## config.mk

```make
export PLATFORM = sky130hd
export DESIGN_NAME = wb_arbiter
export DESIGN_NICKNAME = d
export VERILOG_FILES = /design/src/rtl/wb_arbiter.sv
export SDC_FILE = /design/constraint.sdc
export NUM_CORES = 1
export LEC_CHECK = 0
export ABC_AREA = 1
export CAP_MARGIN = 20
export CORE_MARGIN = 2
export CORE_UTILIZATION = 46
export CTS_BUF_LIST = sky130_fd_sc_hd__clkbuf_8
export CTS_CLUSTER_DIAMETER = 100
export DETAILED_ROUTE_END_ITERATION = 10
export GPL_ROUTABILITY_DRIVEN = 0
export PLACE_DENSITY = 0.83
export RECOVER_POWER = 50
export SKIP_CTS_REPAIR_TIMING = 1
export SLEW_MARGIN = 25
export SYNTH_ARGS = -nofsm -noshare
export SYNTH_HDL_FRONTEND = slang
export SYNTH_SLANG_ARGS = --single-unit
export TNS_END_PERCENT = 5
```

## constraint.sdc

```tcl
create_clock -name clk -period 5 [get_ports clk]
set_input_delay 0.5 -clock clk [delete_from_list [all_inputs] [get_ports clk]]
set_output_delay 0.5 -clock clk [all_outputs]
set_load 0.1 [all_outputs]
```

## src/rtl/wb_arbiter.sv

```systemverilog
// rtl/wb_arbiter.sv - round-robin writeback arbiter packing up to wpt FU results per cycle
// Optional starvation override enabled by defining WBARB_STARVE_EN.
package wb_arbiter_pkg;
  typedef struct packed {
    logic [15:0] opid;
    logic [31:0] data;
  } exe_bundle_t;
endpackage

module wb_arbiter
  import wb_arbiter_pkg::*;
#(
  parameter int nfu    = 4,
  parameter int wpt    = 2,
  parameter int starve = 15
) (
  input  logic              clk,
  input  logic              rst,
  input  logic              flush,
  input  logic              wb_stall,
  input  exe_bundle_t       req   [nfu],
  output logic [nfu-1:0]    claim,
  output exe_bundle_t       wb    [wpt]
);

  localparam int pw = (nfu > 1) ? $clog2(nfu) : 1;

  if (wpt < 1 || wpt > nfu || starve < 1) begin : g_bad_cfg
    $error("wb_arbiter: invalid parameter combination");
  end

  logic [pw-1:0]  ptr;
  logic [pw-1:0]  ptr_next;
  logic [nfu-1:0] valid;
  logic [nfu-1:0] elig;
  logic [nfu-1:0] grant;
  int             sel [wpt];
  int             gcnt;
  exe_bundle_t    wb_next [wpt];

`ifdef WBARB_STARVE_EN
  localparam int cw = $clog2(starve + 1);
  logic [cw-1:0] wait_cnt [nfu];
`endif

  always_comb begin
    int idx;
    int last;
    grant = '0;
    gcnt  = 0;
    last  = 0;
    idx   = 0;
    for (int s = 0; s < wpt; s++) sel[s] = 0;
    for (int i = 0; i < nfu; i++) begin
      valid[i] = req[i].opid[15];
      elig[i]  = valid[i] & ~rst & ~flush & ~wb_stall;
    end
`ifdef WBARB_STARVE_EN
    // Starved FUs jump the queue, lowest index first.
    for (int i = 0; i < nfu; i++) begin
      if (elig[i] && wait_cnt[i] == cw'(starve) && gcnt < wpt) begin
        grant[i]  = 1'b1;
        sel[gcnt] = i;
        gcnt      = gcnt + 1;
        last      = i;
      end
    end
`endif
    for (int k = 0; k < nfu; k++) begin
      idx = int'(ptr) + k;
      if (idx >= nfu) idx = idx - nfu;
      if (elig[idx] && !grant[idx] && gcnt < wpt) begin
        grant[idx] = 1'b1;
        sel[gcnt]  = idx;
        gcnt       = gcnt + 1;
        last       = idx;
      end
    end
    // Pointer follows the last FU in grant order, wrapping for any nfu.
    ptr_next = (last == nfu - 1) ? '0 : pw'(last + 1);
    for (int s = 0; s < wpt; s++) begin
      wb_next[s] = (s < gcnt) ? req[sel[s]] : '0;
    end
  end

  assign claim = grant;

  always_ff @(posedge clk) begin
    if (rst || flush) begin
      ptr <= '0;
      for (int s = 0; s < wpt; s++) wb[s] <= '0;
    end else if (!wb_stall) begin
      for (int s = 0; s < wpt; s++) wb[s] <= wb_next[s];
      if (gcnt > 0) ptr <= ptr_next;
    end
  end

`ifdef WBARB_STARVE_EN
  // Counters keep running through stalls so a stalled FU can still age.
  always_ff @(posedge clk) begin
    for (int i = 0; i < nfu; i++) begin
      if (rst) begin
        wait_cnt[i] <= '0;
      end else if (valid[i] && !grant[i]) begin
        if (wait_cnt[i] != cw'(starve)) wait_cnt[i] <= wait_cnt[i] + 1'b1;
      end else begin
        wait_cnt[i] <= '0;
      end
    end
  end
`endif

endmodule

```

==> summary.txt <==
STA
  – Clock period minus worst slack: 4.58 ns
  – Number of slew-limit violations in the final report: 0
  – Total count of hold-check failures in the final report: 0
  – Worst Tran Pin Value: 1.35 ns
  – Accumulated negative setup slack: 0 ns
  – Clock skew: 0.0209 ns
  – Slew margin rel.: 10.2%
  – Worst-case hold slack: 0.465 ns
  – RSZ-0062 raised after global routing: no
  – Fmax: 218 MHz
  – Setup-violating endpoint count in the final report: 0
  – Final period util: 91.6%

Logic synthesis
  – Commonest register cell after synthesis: sky130_fd_sc_hd__dfxtp_1
  – Leading cell types by total area after synthesis: sky130_fd_sc_hd__nand3_1 31%, sky130_fd_sc_hd__dfxtp_1 25%, sky130_fd_sc_hd__nand2_1 17%
  – Fraction of synthesis flops using an asynchronous set or reset pin: 0%
  – Post-Synthesis Net Count: 1507
  – Cell with the most instances after synthesis: sky130_fd_sc_hd__nand3_1
  – Leading post-synthesis cells by instance count: 492 x sky130_fd_sc_hd__nand3_1, 359 x sky130_fd_sc_hd__nand2_1, 98 x sky130_fd_sc_hd__dfxtp_1, 94 x sky130_fd_sc_hd__a21oi_1, 47 x sky130_fd_sc_hd__clkbuf_1
  – Post-Syn Area: 7840 um2
  – Post-synthesis sequential area ratio: 25.0%
  – Number of standard cells after synthesis: 1295
  – Area share of the leading cell type in the synthesized netlist: 31.4%
  – Cell variety after synth: 32
  – Seq cells post-synth: 98
  – Cell taking the most area after synthesis: sky130_fd_sc_hd__nand3_1
  – Count of flip-flops with a built-in enable after synthesis: 0
  – Yosys warning count: 0
  – Avg Cell Area, Syn: 6.05 um2

Place
  – DP HPWL: 21400 um
  – Post-placement cell count: 1721
  – Placed Instance Area: 10800 um2
  – Total of buffers placed on input and output ports: 295

CTS
  – Register clock-pin slew on the reported worst setup and hold paths: 0.10 ns
  – H-tree Lvls: 3
  – Buffer type at the clock tree root: sky130_fd_sc_hd__clkbuf_8
  – Maximum clock path buffer count: 2
  – Number of clock sinks: 98
  – Number of buffers created by CTS: 9
  – Clock insertion delay at the later pin of the skew report: 0.40 ns
  – CTS tree: yes

Drt
  – Average routed wire per standard cell: 18.4 um
  – Number of nets still failing antenna checks after routing: 0
  – Via Count: 10.4k
  – 1st-iter DRT viols: 1276
  – Via density per instance: 5.99
  – Length of the first detailed-routing pass in iterations: 6
  – Post-detailed-routing wire length: 31900 um
  – Post-detailed-route DRC marker count: 0

Global route
  – Global route overflow: 0
  – Via count of the first global-routing pass: 9513
  – All-layer global routing usage: 34.3%
  – Largest net degree at the start of global routing: 97
  – Global-route wire length before repair: 50100 um
  – Antenna violations before repair: 1

Run status
  – Result of the run: complete, no violations

Floorplanning
  – Placement row count: 47
  – Initial core utilization: 47.1%
  – Die width: 135 um
  – Area of the placeable core: 16600 um2
  – Top-level I/O count: 296
  – Height of the chip: 135 um
  – Die area: 18100 um2

Critical path
  – Start point of the critical path: rst
  – Category of the worst setup path launch point: primary input
  – Category of the worst setup path capture point: register
  – Startpoint of the lowest-slack register-to-register path: ptr[0]$_SDFFE_PP0P_
  – Highest net fanout along the worst path: 96
  – Critical Path AT: 4.84 ns
  – Worst setup path category: in -> reg
  – Required @ worst endpoint: 5.26 ns

Worst hold path
  – Class of the worst hold path: reg -> reg
  – HP Start: wb[83]$_SDFFE_PP0N_

Power
  – Leakage power: 4.59 nW
  – Worst supply voltage drop on vdd: 0.128 mV
  – P per Cell Area: 239 nW/um2

Finish
  – Number of nets in the finished design: 1724
  – Proportion of layout cells with a drive suffix above 1: 6.26%
  – Fin cells: 1738
  – Util after Layout: 66.2%
  – Post-route design area: 11000 um2
  – Area grow syn2layout: 40.6%

Flow run
  – Max-cap violations: 0
## sequential cells by signal, summed over array words and instances (netlist names)
register,flops
wb,96
ptr,2
## layer usage
metal	vias up	share of wire (%)	GRT usage, %
met3	120	12	6.91
li1	4852	-	-
met2	799	45	54.2
met1	4647	37	44.3
met5	-	0	0
met4	0	5.2	18.2
## per-stage QoR
step	power, W	setup WS (ns)
2_1_floorplan	0.00168	0.0792
3_3_place_gp	0.00207	0.357
3_5_place_dp	0.00209	0.136
4_1_cts	0.00263	0.549
5_1_grt	0.00277	0.0288
6_report	0.00264	0.422
## where the power goes
part,switching [W],internal [W],leakage [nW]
sequential,0.0000104,0.000799,0.791
clock,0.000319,0.000232,0.101
combinational,0.000832,0.000445,3.70
total,0.00116,0.00148,4.59
## kinds of logic after synthesis
logic type,after synthesis,synth area share [%]
adders and majority gates,16,2.65
muxes,2,0.256
buffers and inverters,158,10.1
DFF,98,25.0
AOI/OAI and AO/OA,112,7.52
and+or+nand+nor,909,54.5
## placed cells by master, fill, tap and decap left out
cell and instances:
sky130_fd_sc_hd__a21oi_1 94, sky130_fd_sc_hd__a21oi_2 5, sky130_fd_sc_hd__a31oi_2 1, sky130_fd_sc_hd__and2_1 1
sky130_fd_sc_hd__and3_2 1, sky130_fd_sc_hd__buf_12 12, sky130_fd_sc_hd__buf_4 24, sky130_fd_sc_hd__bufinv_16 1
sky130_fd_sc_hd__clkbuf_1 1, sky130_fd_sc_hd__clkbuf_8 9, sky130_fd_sc_hd__clkdlybuf4s50_1 194, sky130_fd_sc_hd__clkinv_1 1
sky130_fd_sc_hd__clkinv_2 2, sky130_fd_sc_hd__clkinvlp_4 1, sky130_fd_sc_hd__dfxtp_1 98, sky130_fd_sc_hd__diode_2 1
sky130_fd_sc_hd__dlygate4sd3_1 95, sky130_fd_sc_hd__fa_1 1, sky130_fd_sc_hd__ha_1 15, sky130_fd_sc_hd__inv_1 33
sky130_fd_sc_hd__inv_2 5, sky130_fd_sc_hd__inv_6 2, sky130_fd_sc_hd__mux2i_1 2, sky130_fd_sc_hd__nand2_1 357
sky130_fd_sc_hd__nand2_2 4, sky130_fd_sc_hd__nand2_4 7, sky130_fd_sc_hd__nand3_1 492, sky130_fd_sc_hd__nand3_2 14
sky130_fd_sc_hd__nand3_4 3, sky130_fd_sc_hd__nand4_1 12, sky130_fd_sc_hd__nand4_4 2, sky130_fd_sc_hd__nor2_1 10
sky130_fd_sc_hd__nor2_2 1, sky130_fd_sc_hd__nor2_4 1, sky130_fd_sc_hd__nor3_1 4, sky130_fd_sc_hd__o211ai_1 1
sky130_fd_sc_hd__o21ai_0 10, sky130_fd_sc_hd__o21ai_1 1
## worst max-delay path, cell delays in order
cell and delay, ns:
sky130_fd_sc_hd__clkdlybuf4s50_1 0.53, sky130_fd_sc_hd__nor2_4 0.06, sky130_fd_sc_hd__nand3_1 0.11, sky130_fd_sc_hd__nand2_1 0.06, sky130_fd_sc_hd__nand2_1 0.09, sky130_fd_sc_hd__nand2_2 0.16, sky130_fd_sc_hd__nand3_1 0.13, sky130_fd_sc_hd__nand3_2 0.12
sky130_fd_sc_hd__nand2_4 0.14, sky130_fd_sc_hd__nand2_1 0.06, sky130_fd_sc_hd__nand2_1 0.09, sky130_fd_sc_hd__nand2_1 0.07, sky130_fd_sc_hd__nand3_2 0.10, sky130_fd_sc_hd__nand2_4 0.10, sky130_fd_sc_hd__nand3_4 0.13, sky130_fd_sc_hd__fa_1 0.23
sky130_fd_sc_hd__o21ai_0 0.09, sky130_fd_sc_hd__a21oi_1 0.20, sky130_fd_sc_hd__nand3_2 0.29, sky130_fd_sc_hd__nand2_4 0.17, sky130_fd_sc_hd__buf_4 0.80, sky130_fd_sc_hd__nand3_1 0.19, sky130_fd_sc_hd__nand3_1 0.17, sky130_fd_sc_hd__nand2_1 0.06
sky130_fd_sc_hd__nand2_1 0.05, sky130_fd_sc_hd__a21oi_1 0.05
## path summary, 6_finish.rpt
kind                            slack [ns]                  end  depth (start not counted)
worst max-delay path                  0.42  wb[46]$_SDFFE_PP0N_                         26
worst min-delay path                  0.46  wb[83]$_SDFFE_PP0N_                          2
worst max register to register        0.45  wb[46]$_SDFFE_PP0N_                         26
worst min register to register        0.46  wb[83]$_SDFFE_PP0N_                          2
## area by class of cell
| cell class | instances | area, um2 |
|---|---|---|
| diodes | 1 | 2.50 |
| clock buffers | 9 | 124 |
| clock inverters | 7 | 68.8 |
| fillers | 1545 | 5630 |
| inverters | 38 | 143 |
| multi-input cells | 1039 | 5120 |
| flip-flops and latches | 98 | 1960 |
| well taps | 220 | 275 |
| repair buffers | 326 | 3320 |
(Power assumes the default switching activity.)
